===== src/rtl/vscale_fetch_if.sv =====
// rtl/vscale_fetch_if.sv - instruction memory request/response bundle for vscale_fetch
//
// Purpose: groups the fetch unit's instruction memory port.
// Signals:
//   imem_addr      fetch address (fetch -> memory)
//   imem_req       fetch request valid (fetch -> memory)
//   imem_rdata     instruction word for imem_addr (memory -> fetch)
//   imem_wait      memory not ready for the current request (memory -> fetch)
//   imem_badmem_e  access fault for the current request (memory -> fetch)
// Modports: master = fetch unit side, slave = memory side.

interface vscale_fetch_if;
  logic [31:0] imem_addr;
  logic        imem_req;
  logic [31:0] imem_rdata;
  logic        imem_wait;
  logic        imem_badmem_e;

  modport master (
    output imem_addr,
    output imem_req,
    input  imem_rdata,
    input  imem_wait,
    input  imem_badmem_e
  );

  modport slave (
    input  imem_addr,
    input  imem_req,
    output imem_rdata,
    output imem_wait,
    output imem_badmem_e
  );
endinterface


===== src/rtl/vscale_fetch.sv =====
// rtl/vscale_fetch.sv - vscale instruction fetch stage with one-word skid buffer
//
// Purpose: holds PC_IF, selects the next PC, issues instruction fetches and
// registers the fetched word (or a bubble) into the DX stage. A single-entry
// skid buffer keeps a returned word while DX is stalled so it is not refetched.
// Ports:
//   clk, reset           clock, asynchronous active-low reset
//   PC_src_sel           next-PC select (0 +4, 1 branch, 2 jal, 3 reg, 4 stvec, 5-7 +4)
//   branch_target, jal_target, reg_target, stvec   redirect candidates
//   stall_IF, kill_IF, stall_DX                    pipeline control
//   imem                 instruction memory port (vscale_fetch_if.master)
//   PC_IF                address of the instruction in IF
//   inst_DX, PC_DX, badmem_DX   registered instruction, PC and fault flag for DX
//   misaligned_IF        PC_IF is not word aligned

module vscale_fetch #(
  parameter logic [31:0] RESET_PC = 32'h0000_0200,
  parameter logic [31:0] NOP_INST = 32'h0000_0013
) (
  input  logic                  clk,
  input  logic                  reset,
  input  logic [2:0]            PC_src_sel,
  input  logic [31:0]           branch_target,
  input  logic [31:0]           jal_target,
  input  logic [31:0]           reg_target,
  input  logic [31:0]           stvec,
  input  logic                  stall_IF,
  input  logic                  kill_IF,
  input  logic                  stall_DX,
  vscale_fetch_if.master        imem,
  output logic [31:0]           PC_IF,
  output logic [31:0]           inst_DX,
  output logic [31:0]           PC_DX,
  output logic                  badmem_DX,
  output logic                  misaligned_IF
);

  localparam logic [2:0] SEL_PLUS_FOUR     = 3'd0;
  localparam logic [2:0] SEL_BRANCH_TARGET = 3'd1;
  localparam logic [2:0] SEL_JAL_TARGET    = 3'd2;
  localparam logic [2:0] SEL_REG_TARGET    = 3'd3;
  localparam logic [2:0] SEL_STVEC         = 3'd4;

  typedef enum logic {
    FETCH,
    HELD
  } state_t;

  state_t      state;
  state_t      state_next;
  logic [31:0] pc_next;
  logic        redirect;
  logic        capture;
  logic [31:0] buf_inst;
  logic        buf_bad;

  // Next-PC select; any encoding other than the four redirects behaves as +4.
  always_comb begin
    pc_next  = PC_IF + 32'd4;
    redirect = 1'b1;
    case (PC_src_sel)
      SEL_BRANCH_TARGET: pc_next = branch_target;
      SEL_JAL_TARGET:    pc_next = jal_target;
      SEL_REG_TARGET:    pc_next = {reg_target[31:1], 1'b0};
      SEL_STVEC:         pc_next = stvec;
      default: begin
        pc_next  = PC_IF + 32'd4;
        redirect = 1'b0;
      end
    endcase
  end

  assign misaligned_IF  = (PC_IF[1:0] != 2'b00);
  assign imem.imem_addr = PC_IF;

  // A redirect always wins over stall_IF so a taken branch/trap is never lost.
  always_ff @(posedge clk or negedge reset) begin
    if (!reset) begin
      PC_IF <= RESET_PC;
    end else if (!stall_IF || redirect) begin
      PC_IF <= pc_next;
    end
  end

  always_ff @(posedge clk or negedge reset) begin
    if (!reset) begin
      state <= FETCH;
    end else begin
      state <= state_next;
    end
  end

  // imem_req is gated by reset so no request escapes while reset is held.
  always_comb begin
    state_next    = state;
    imem.imem_req = 1'b0;
    capture       = 1'b0;
    case (state)
      FETCH: begin
        imem.imem_req = reset && !misaligned_IF;
        if (stall_DX && imem.imem_req && !imem.imem_wait && !redirect) begin
          capture    = 1'b1;
          state_next = HELD;
        end
      end
      HELD: begin
        if (redirect || !stall_DX) begin
          state_next = FETCH;
        end
      end
      default: state_next = FETCH;
    endcase
  end

  always_ff @(posedge clk or negedge reset) begin
    if (!reset) begin
      buf_inst <= 32'd0;
      buf_bad  <= 1'b0;
    end else if (capture) begin
      buf_inst <= imem.imem_rdata;
      buf_bad  <= imem.imem_badmem_e;
    end
  end

  // DX register: a misaligned PC never reaches memory, so it becomes a
  // faulting bubble unless the slot is being killed anyway.
  always_ff @(posedge clk or negedge reset) begin
    if (!reset) begin
      PC_DX     <= 32'd0;
      inst_DX   <= NOP_INST;
      badmem_DX <= 1'b0;
    end else if (!stall_DX) begin
      PC_DX <= PC_IF;
      if (kill_IF) begin
        inst_DX   <= NOP_INST;
        badmem_DX <= 1'b0;
      end else if (state == HELD) begin
        inst_DX   <= buf_inst;
        badmem_DX <= buf_bad;
      end else if (misaligned_IF) begin
        inst_DX   <= NOP_INST;
        badmem_DX <= 1'b1;
      end else begin
        inst_DX   <= imem.imem_rdata;
        badmem_DX <= imem.imem_badmem_e;
      end
    end
  end

endmodule


===== src/flat_wrapper.sv =====
// flat-port wrapper written by rule: the top's interface ports become plain ports
module vscale_fetch_flat 
#(
  parameter logic [31:0] RESET_PC = 32'h0000_0200,
  parameter logic [31:0] NOP_INST = 32'h0000_0013
)
  (clk, reset, PC_src_sel, branch_target, jal_target, reg_target, stvec, stall_IF, kill_IF, stall_DX, PC_IF, inst_DX, PC_DX, badmem_DX, misaligned_IF, imem_imem_addr, imem_imem_req, imem_imem_rdata, imem_imem_wait, imem_imem_badmem_e);
  vscale_fetch_if imem_i ();
  input  logic clk;
  input  logic reset;
  input  logic [2:0] PC_src_sel;
  input  logic [31:0] branch_target;
  input  logic [31:0] jal_target;
  input  logic [31:0] reg_target;
  input  logic [31:0] stvec;
  input  logic stall_IF;
  input  logic kill_IF;
  input  logic stall_DX;
  output logic [31:0] PC_IF;
  output logic [31:0] inst_DX;
  output logic [31:0] PC_DX;
  output logic badmem_DX;
  output logic misaligned_IF;
  output wire logic [$bits(imem_i.imem_addr)-1:0] imem_imem_addr;
  output wire logic [$bits(imem_i.imem_req)-1:0] imem_imem_req;
  input wire logic [$bits(imem_i.imem_rdata)-1:0] imem_imem_rdata;
  input wire logic [$bits(imem_i.imem_wait)-1:0] imem_imem_wait;
  input wire logic [$bits(imem_i.imem_badmem_e)-1:0] imem_imem_badmem_e;
  assign imem_imem_addr = imem_i.imem_addr;
  assign imem_imem_req = imem_i.imem_req;
  assign imem_i.imem_rdata = imem_imem_rdata;
  assign imem_i.imem_wait = imem_imem_wait;
  assign imem_i.imem_badmem_e = imem_imem_badmem_e;
  vscale_fetch #(.RESET_PC(RESET_PC), .NOP_INST(NOP_INST)) u_core (.clk(clk), .reset(reset), .PC_src_sel(PC_src_sel), .branch_target(branch_target), .jal_target(jal_target), .reg_target(reg_target), .stvec(stvec), .stall_IF(stall_IF), .kill_IF(kill_IF), .stall_DX(stall_DX), .imem(imem_i), .PC_IF(PC_IF), .inst_DX(inst_DX), .PC_DX(PC_DX), .badmem_DX(badmem_DX), .misaligned_IF(misaligned_IF));
endmodule

===== config.mk =====
export PLATFORM = sky130hd
export DESIGN_NAME = vscale_fetch_flat
export DESIGN_NICKNAME = d
export VERILOG_FILES = /design/src/rtl/vscale_fetch_if.sv /design/src/rtl/vscale_fetch.sv /design/src/flat_wrapper.sv
export SDC_FILE = /design/constraint.sdc
export NUM_CORES = 1
export LEC_CHECK = 0
export ABC_AREA = 1
export BUFFER_PORTS_ARGS = -buffer_cell sky130_fd_sc_hd__clkbuf_2
export CORE_MARGIN = 1.5
export CORE_UTILIZATION = 30
export CTS_CLUSTER_SIZE = 10
export DETAILED_ROUTE_END_ITERATION = 7
export RECOVER_POWER = 50
export SYNTH_ARGS = -nofsm -noshare
export SYNTH_HDL_FRONTEND = slang
export SYNTH_SLANG_ARGS = --single-unit

===== constraint.sdc =====
create_clock -name clk -period 2.15 [get_ports clk]
set_input_delay 0 -clock clk [delete_from_list [all_inputs] [get_ports clk]]
set_output_delay 0 -clock clk [all_outputs]
set_load 0.01 [all_outputs]

==> metrics.yaml, run 1 <==
outcome: "finished clean"
async_flop_share_pct: 100
yosysUniqueCellTypes: 34
r2r_start: "u_core.PC_IF[0]"
worst_setup_path_start_kind: "primary input"
cts_tree: "done"
drt_iter0_markers: 691
synth_fp_nets: 1124
path_clk_slew_ns: 0.06
num_rows: 56
synthFlopType: "dfrtp_1"
maxCapViolations: 0
max_freq_ghz: 0.506
core_um2: 23500
slew_violations: 0
clock_path_buffers: 2
ff2ff_path_depth: 7
synth_seq_area_share_pct: 45.8
min_path_cells: 5
vias_per_cell: 4.82
power_density_nw_per_um2: 834
grt_max_degree: 100
yosysTopAreaCellShare_pct: 44.3
antenna_cells: 0
rsz0062_at_grt: "no"
ys_warn_count: 0
yosys.area.top_type: "dfrtp_1"
critPathTopFamily: "buffers and inverters"
required_ns: 2.51
critPathLaunch: "PC_src_sel[2]"
cellLeakagePower_nw: 4.96
wirelength_mm: 25.8
syn_inst: 953
worst_slew_pin_slew_ns: 0.953
netlist_area_um2: 7170
setup_viol: 0
n_fill_cell: 2411
boundaryPins: 301
relSlewSlack_pct: 36.4
cp_cell_sequence: "clkbuf_2, inv_2, nand3_1, inv_1, a22o_1, dlygate4sd3_1, nor2_1, dlygate4sd3_1, nand2_1"
critPathKind: "primary input to flip-flop"
postLayoutCoreUtil_pct: 43.0
r2r_setup_slack_ns: 0.18
synth_common_cells: "nand2_1 (340), dfrtp_1 (127), nor2_1 (93)"
start_util_pct: 30.5
fp.dieArea_um2: 24800
clk_latency_ns: 0.42
hold-worst-slack_ns: 0.00306
clockRootBuffer: "clkbuf_16"
yosys.cell_count.top_type: "nand2_1"
vdd_drop_max_mv: 0.376
crit_slowest_cell: "inv_1"
drcViolationCount: 0
place_congestion: 0.943
worstReg2RegEnd: "u_core.buf_inst[22]"
vias: 7841
drive_above_1_share_pct: 23.1
multi_input_comb_area_um2: 3190
fin_crit_sh_pct: 92.0
htree_levels: 4
cts_num_sinks: 131
cp_common_cell: "dlygate4sd3_1"
synth-seq-cells: 131
io_buffer_count: 299
arrival_ns: 2.34
grt_pass1_vias: 7472
synth-edff-count: 0
crit_fanout: 23
hold_start: "reg_target[18]"
crit_path_max_incr_delay_ns: 0.56
die_h_um: 158
nets: 1467
grt_pass1_wl_mm: 39.9
skew_ns: 0.00813
endpoint_kind: "flip-flop"
synth.area.top_cells: "dfrtp_1 (44%), nand2_1 (18%), nor2_1 (4.9%), nand3_1 (4.7%), o21ai_0 (4.4%)"
dp.final_hpwl_mm: 18.1
cts_buffers: 17
wl_per_cell_um: 15.9
track_usage_pct: 20.9
dr.pass1.iters: 6
area_growth_pct: 40.8
hold_viol_final: 0
die_w_um: 158
finalSetupTns_ns: 0
hp-class: "primary input to flip-flop"
grt_antenna_before_repair: 0
antenna_left: 0
whs_endpoint: "u_core.PC_IF[18]"
regArea_um2: 3280
avgSynthCellArea_um2: 7.52
fin_crit_ns: 1.98
grt.overflow.total: 0
path_buf_inv: 5
[worst max path at each step]
stage                                      to  slack [ns]  cells after the start
final                        u_core.PC_IF[21]        0.17                      9
after global routing      u_core.buf_inst[30]        0.04                      7
after CTS                 u_core.buf_inst[26]        0.13                      7
after detailed placement     u_core.PC_IF[16]        0.40                      7
after global placement       u_core.PC_IF[24]        0.43                      7
after floorplan              u_core.PC_IF[26]        0.67                      9
[flip-flops by register name, summed over array words and instances, names as in the netlist]
name and flops:
u_core.PC_IF 32, u_core.inst_DX 32, u_core.buf_bad 1, u_core.state 1, u_core.badmem_DX 1, u_core.buf_inst 32, u_core.PC_DX 32
[placed cells by master, fill, tap and decap left out, drive strengths merged]
| master | count |
|---|---|
| nand3 | 70 |
| nand2 | 342 |
| o21ai | 64 |
| clkbuf | 315 |
| a22o | 11 |
| dfstp | 4 |
| a31oi | 3 |
| ha | 1 |
| o211ai | 5 |
| and2 | 3 |
| inv | 59 |
| buf | 17 |
| o221ai | 1 |
| xor2 | 8 |
| clkinvlp | 2 |
| dlygate4sd3 | 92 |
| nor2 | 98 |
| o2111ai | 2 |
| nor3 | 2 |
| a21oi | 19 |
| a41oi | 1 |
| clkinv | 4 |
| a211oi | 3 |
| nand4 | 25 |
| dfrtp | 127 |
| a22oi | 31 |
[stage by stage]
stage / worst slack [ns] / total power [mW] / area, um2 / cells
finish: 0.172 / 8.41 / 10100 / 1628
global route: 0.0364 / 8.94 / 10100 / 1628
CTS: 0.126 / 8.52 / 10200 / 1628
detailed placement: 0.402 / 5.58 / 8690 / 1504
global placement: 0.429 / 5.55 / 8690 / 1504
floorplan: 0.666 / 4.66 / 7170 / 953
[what timing repair did]
item,CTS,global route
setup buffers,0,0
resized for setup,0,1
endpoints found under the hold margin,212,0
hold buffers,92,0
endpoints found under the setup margin,0,5
[power by group]
group          switching [mW]  internal (mW)  total, mW
sequential              0.490           2.99       3.48
combinational            1.31          0.865       2.17
clock                    1.23           1.54       2.76
total                    3.02           5.39       8.41
[layer usage]
layer | vias up | GRT usage (%) | wire, um
li1 | 3778 | - | -
met1 | 3704 | 27.4 | 11200
met2 | 327 | 34.8 | 12400
met3 | 32 | 3.85 | 1710
met4 | 0 | 6.24 | 507
met5 | - | 0 | 0
[logic make-up (layout without fill, tap and decap cells)]
family,after synthesis,count (layout),share of synthesized area (%)
buffers and inverters,133,489,9.72
and+or+nand+nor,540,540,31.3
xor gates and xnor gates,8,8,0.978
DFF,131,131,45.8
adders and majority gates,1,1,0.175
AOI/OAI and AO/OA,140,140,12.0
[cell type report]
type                       instances  share of cell area, %
tap                              319                   3.96
timing repair buffer             406                   24.5
sequential                       131                   32.5
clock buffer                      18                   4.35
clock inverter                    14                   1.15
multi-input combinational        689                   31.6
inverter                          51                   1.90
[worst register-to-register path, cell delays in order (launching register included)]
cell           delay (ns)
dfrtp_1              0.40
inv_1                0.17
nand3_1              0.19
nor2_4               0.18
buf_6                0.21
nand3_1              0.11
dlygate4sd3_1        0.59
nand2_1              0.07
No activity file was read; power rests on OpenSTA's default activity.
==> inputs of run 2 (changes only) <==
--- a/config.mk
+++ b/config.mk
@@ -6,7 +6,7 @@
 export NUM_CORES = 1
 export LEC_CHECK = 0
 export ABC_AREA = 1
-export BUFFER_PORTS_ARGS = -buffer_cell sky130_fd_sc_hd__clkbuf_2
+export BUFFER_PORTS_ARGS = -buffer_cell sky130_fd_sc_hd__buf_2
 export CORE_MARGIN = 1.5
 export CORE_UTILIZATION = 30
 export CTS_CLUSTER_SIZE = 10
==> run 2 against run 1 <==
Effect of this change:
- the flow now finishes with violations (max-capacitance violations, max-slew violations)
- non-clock buffer count up 24
- total power up 3.5%
- critical path type unchanged
- clock skew up 0.0043 ns
- core utilization up 1.2 points
==> metrics.yaml, run 2 (synthesis results as in run 1) <==
fin_crit_ns: 1.99  # +0.0166 ns
grt_antenna_before_repair: 0  # unchanged
worst_setup_path_start_kind: "primary input"
antenna_left: 0  # unchanged
critPathKind: "primary input to flip-flop"
hold-worst-slack_ns: 0.00644  # +0.00338 ns
layout_commonest_cell: "nand2_1"
n_fill_cell: 2387  # -1.0%
maxCapViolations: 1  # +1
total_power_mw: 8.70  # +3.5%
clockRootBuffer: "clkbuf_16"
power_density_nw_per_um2: 839  # +0.65%
cellLeakagePower_nw: 5.02  # +1.1%
antenna_cells: 0  # unchanged
cp_common_cell: "dlygate4sd3_1"
clk_latency_ns: 0.43  # about the same
fin_crit_sh_pct: 92.8  # +0.77 points
grt.overflow.total: 0  # unchanged
arrival_ns: 2.31  # -0.03 ns
cp_cell_sequence: "buf_2, inv_2, nand3_2, clkinvlp_4, a22o_1, dlygate4sd3_1, nor2_1, dlygate4sd3_1, nand3_1"
finalSetupTns_ns: 0  # unchanged
hp-class: "primary input to flip-flop"
vias_per_cell: 4.83  # +0.22%
path_clk_slew_ns: 0.07  # about the same
place_congestion: 0.942  # about the same
fin_area_um2: 10400  # +2.8%
io_buffer_count: 299  # unchanged
grt_max_degree: 88  # -12%
die_w_um: 158  # unchanged
vdd_drop_max_mv: 0.453  # +21%
num_rows: 56  # unchanged
crit_path_max_incr_delay_ns: 0.57  # about the same
nets: 1493  # +1.8%
slew_violations: 70  # +70
hold_viol_final: 0  # unchanged
cts_buffers: 17  # unchanged
wirelength_mm: 26.1  # +1.1%
violations: "max-capacitance violations, max-slew violations"
multi_input_comb_area_um2: 3200  # +0.16%
vias: 7984  # +1.8%
cts_num_sinks: 131  # unchanged
dr.pass1.iters: 6  # unchanged
regArea_um2: 3280  # unchanged
crit_fanout: 15  # -35%
endpoint_kind: "flip-flop"
grt_pass1_vias: 7703  # +3.1%
skew_ns: 0.0125  # +0.00434 ns
dp.final_hpwl_mm: 18.1  # about the same
die_h_um: 158  # unchanged
final_cell_mix: "nand2_1 (340), buf_2 (234), dfrtp_1 (127)"
core_um2: 23500  # unchanged
clock_path_buffers: 2  # unchanged
drive_above_1_share_pct: 23.4  # +0.30 points
track_usage_pct: 21.1  # +0.29 points
worst_slew_pin_slew_ns: 1.63  # +0.680 ns
relSlewSlack_pct: -8.86  # -45 points
drt_iter0_markers: 506  # -27%
max_freq_ghz: 0.501  # -0.83%
crit_slowest_cell: "dlygate4sd3_1"
drcViolationCount: 0  # unchanged
outcome: "finished, violations left"
boundaryPins: 301  # unchanged
critPathTopFamily: "buffers and inverters"
path_buf_inv: 5  # unchanged
area_growth_pct: 44.7
cts_tree: "done"
htree_levels: 4  # unchanged
required_ns: 2.46  # -0.05 ns
grt_pass1_wl_mm: 40.4  # +1.1%
fp.dieArea_um2: 24800  # unchanged
setup_viol: 0  # unchanged
wl_per_cell_um: 15.8  # -0.51%
placement.cell_area_um2: 8700  # about the same
rsz0062_at_grt: "no"
start_util_pct: 30.5  # unchanged
-- run 2: cell count changes in the layout (fill, tap and decap cells not counted), moves of 3 or more --
cell           before  now
buf_2               1  234
inv_8               0    3
dlygate4sd3_1      92  113
clkbuf_2          231    2
inv_1              44   41
-- run 2: what timing repair did --
action	in CTS	in global routing
buffers inserted	0	2
gates resized for setup	0	5
endpoints found under the setup margin	0	23
hold buffers	113	0
hold endpoints to repair	219	0
-- run 2: worst min-delay path, delay by kind of cell --
kind            cells  cell delay [ns]
simple gates        3             0.18
compound gates      1             0.13
buf+inv             1             0.07
-- run 2: worst paths after layout --
kind,from,end,slack [ns],depth (start not counted)
min in group asynchronous,reset,u_core.inst_DX[2],0.61,3
max in group asynchronous,reset,u_core.PC_DX[21],0.38,3
min reg2reg,u_core.buf_inst[4],u_core.buf_inst[4],0.47,2
max reg2reg,u_core.PC_IF[1],u_core.buf_inst[23],0.19,7
max,PC_src_sel[0],u_core.PC_IF[10],0.16,9
min,stvec[13],u_core.PC_IF[13],0.006,5
-- run 2: power breakdown --
| group | total [mW] | switching, mW | leakage (nW) | internal [mW] |
|---|---|---|---|---|
| logic | 2.20 | 1.31 | 3.08 | 0.893 |
| registers | 3.47 | 0.482 | 1.64 | 2.98 |
| clock network | 3.04 | 1.27 | 0.296 | 1.76 |
-- run 2: cell type report --
cell class	instances	share of cell area (%)
clock buffers	17	4.10
well taps	319	3.85
repair inverters	2	0.0965
multi-input cells	689	30.8
flip-flops and latches	131	31.6
inverters	51	1.92
repair buffers	430	25.8
clock inverters	15	1.74
-- run 2: metrics by stage --
step | worst slack (ns) | std cells | util [%]
finish | 0.156 | 1654 | 44.2
global placement | 0.362 | 1505 | 37.1
global route | 0.00410 | 1654 | 44.2
detailed placement | 0.363 | 1505 | 37.1
CTS | 0.00663 | 1650 | 44.5
floorplan | 0.666 | 953 | -
-- run 2: metal layers --
layer	up-vias	track usage, %	part of all wire, %
li1	3839	-	-
met1	3800	26.6	44
met2	299	35.7	48
met3	46	4.52	5.9
met4	0	7.59	2.4
met5	-	0	0
==> inputs of run 3 (changes only) <==
--- a/config.mk
+++ b/config.mk
@@ -7,10 +7,14 @@
 export LEC_CHECK = 0
 export ABC_AREA = 1
 export BUFFER_PORTS_ARGS = -buffer_cell sky130_fd_sc_hd__buf_2
+export CELL_PAD_IN_SITES_DETAIL_PLACEMENT = 1
+export CELL_PAD_IN_SITES_GLOBAL_PLACEMENT = 1
 export CORE_MARGIN = 1.5
 export CORE_UTILIZATION = 30
+export CTS_CLUSTER_DIAMETER = 100
 export CTS_CLUSTER_SIZE = 10
 export DETAILED_ROUTE_END_ITERATION = 7
+export PLACE_DENSITY_LB_ADDON = 0.1
 export RECOVER_POWER = 50
 export SYNTH_ARGS = -nofsm -noshare
 export SYNTH_HDL_FRONTEND = slang
==> constraint.sdc (replaced) <==
create_clock -name clk -period 2.2 [get_ports clk]
set_input_delay 0 -clock clk [delete_from_list [all_inputs] [get_ports clk]]
set_output_delay 0 -clock clk [all_outputs]
set_load 0.01 [all_outputs]
==> run 3 against run 2 <==
Effect of this change:
- the flow still finishes with violations (max-capacitance violations, max-slew violations)
- core utilization decreased by 0.73 points
- clock skew decreased by 0.0023 ns
- sequential cell count unchanged
- combinational power decreased by 4%
- sequential power decreased by 2%
- count of clock-buffer cells in the layout increased by 1
- die area unchanged
- clock power increased by 2%
- total power decreased by 0.83%
- critical path depth increased by 1
- register-to-register slack improved by 0.18 ns
- worst hold slack improved by 0.011 ns
- largest power group unchanged
==> metrics.yaml, run 3 (synthesis results as in run 1) <==
grt.overflow.total: 0  # unchanged
rsz0062_at_grt: "no"
outcome: "finished, violations left"
hold_buffers: 94  # -17%
worst_setup_path_start_kind: "primary input"
hp-class: "primary input to flip-flop"
core_um2: 23500  # unchanged
min_path_cells: 5  # unchanged
fp.dieArea_um2: 24800  # unchanged
clockRootBuffer: "clkbuf_16"
worstReg2RegEnd: "u_core.PC_IF[22]"
maxCapViolations: 1  # unchanged
grt_antenna_before_repair: 0  # unchanged
area_growth_pct: 42.4
violations: "max-capacitance violations, max-slew violations"
fin_crit_sh_pct: 91.7
layout_commonest_cell: "nand2_1"
whs_endpoint: "u_core.PC_IF[13]"
hold_start: "reg_target[13]"
fin_area_um2: 10200  # -1.7%
cts_tree: "done"
skew_ns: 0.0102  # -0.00232 ns
grt_pass1_vias: 7951  # +3.2%
track_usage_pct: 22.5  # +1.3 points
r2r_setup_slack_ns: 0.37  # +0.18 ns
endpoint_kind: "flip-flop"
path_buf_inv: 5  # unchanged
vias_per_cell: 4.68  # -3.1%
wl_per_cell_um: 16.8  # +6.3%
drive_above_1_share_pct: 23.1  # -0.24 points
ff2ff_path_depth: 9  # +2
antenna_cells: 0  # unchanged
n_fill_cell: 2984  # +25%
vias: 7623  # -4.5%
dp.final_hpwl_mm: 19.6  # +8.3%
placement.cell_area_um2: 8710  # +0.14%
grt_max_degree: 132  # +50%
antenna_left: 0  # unchanged
slew_violations: 132  # +89%
die_h_um: 158  # unchanged
arrival_ns: 2.38  # +0.07 ns
drcViolationCount: 0  # unchanged
critPathTopFamily: "buffers and inverters"
grt_pass1_wl_mm: 42.7  # +5.8%
wirelength_mm: 27.3  # +4.7%
critPathKind: "primary input to flip-flop"
cp_cell_sequence: "buf_2, inv_2, nand2_1, nor2_2, buf_4, a22o_1, dlygate4sd3_1, nor2_1, dlygate4sd3_1, nand3_1"
start_util_pct: 30.5  # unchanged
relSlewSlack_pct: -19.5  # -11 points
num_rows: 56  # unchanged
htree_levels: 4  # unchanged
total_power_mw: 8.63  # -0.83%
dp_worst_setup_slack_ns: 0.367  # +0.00385 ns
cts_setup_buffers: 0  # unchanged
cts_resized: 0  # unchanged
crit_path_max_incr_delay_ns: 0.57  # about the same
clock_path_buffers: 2  # unchanged
crit_slowest_cell: "dlygate4sd3_1"
die_w_um: 158  # unchanged
nets: 1468  # -1.7%
setup_viol: 0  # unchanged
required_ns: 2.56  # +0.10 ns
final_cell_mix: "nand2_1 (340), buf_2 (233), dfrtp_1 (127)"
worst_slew_pin_slew_ns: 1.79  # +0.160 ns
vdd_drop_max_mv: 0.546  # +20%
max_freq_ghz: 0.495
cts_num_sinks: 131  # unchanged
place_congestion: 0.815  # -14%
io_buffer_count: 299  # unchanged
boundaryPins: 301  # unchanged
drt_iter0_markers: 301  # -41%
cellLeakagePower_nw: 5.01  # -0.17%
finalSetupTns_ns: 0  # unchanged
cts_buffers: 17  # unchanged
clk_latency_ns: 0.42  # about the same
fin_crit_ns: 2.02
dr.pass1.iters: 4  # -2
setup_slack_ns: 0.182  # +0.0258 ns
power_density_nw_per_um2: 846  # +0.84%
hold_viol_final: 0  # unchanged
r2r_start: "u_core.PC_IF[3]"
cp_common_cell: "dlygate4sd3_1"
path_clk_slew_ns: 0.06  # about the same
crit_fanout: 27  # +12
-- run 3: routing by layer --
metal	GRT usage (%)	routed length [um]
met1	29.0	12500
met2	39.0	13200
met3	3.88	1360
met4	5.57	267
met5	0	0
-- run 3: cell type report --
type,count,area (um2),area share [%]
Sequential cell,131,3280,32.2
Multi-Input combinational cell,689,3190,31.3
Timing Repair Buffer,407,2500,24.5
Clock buffer,18,439,4.30
Tap cell,319,399,3.91
Clock inverter,14,201,1.97
Inverter,51,191,1.88
-- run 3: worst max path at each step --
stage / startpoint / to / cells past startpoint
after CTS: PC_src_sel[2] / u_core.PC_IF[7] / 10
final: PC_src_sel[2] / u_core.PC_IF[7] / 10
after floorplan: u_core.PC_IF[3] / u_core.PC_IF[26] / 9
after global routing: reset / u_core.PC_DX[23] / 3
after global placement: u_core.PC_IF[3] / u_core.PC_IF[26] / 9
after detailed placement: u_core.PC_IF[9] / u_core.PC_IF[23] / 8
-- run 3: report_power, final --
group / internal, mW / leakage, nW / switching (mW)
clock: 1.95 / 0.308 / 1.17
sequential: 2.92 / 1.64 / 0.480
combinational: 0.863 / 3.06 / 1.26
total: 5.73 / 5.01 / 2.90
-- run 3: worst reg2reg max path, stage by stage, from the launching register on --
cell and delay, ns:
dfrtp_1 0.49, ha_1 0.24, nand2_1 0.06, nor2_1 0.11
nand2_1 0.18, nor2_1 0.31, nand2_1 0.09, nand2_1 0.07
nand3_1 0.07, a21oi_1 0.13
-- run 3: metrics by stage --
step	utilization [%]	hold slack [ns]	cells
after detailed placement	37.1	0.191	1503
after floorplan	-	-0.296	953
after CTS	43.9	0.00372	1629
final	43.5	0.0177	1629
after global routing	43.5	0.0488	1629
after global placement	37.1	0.195	1503
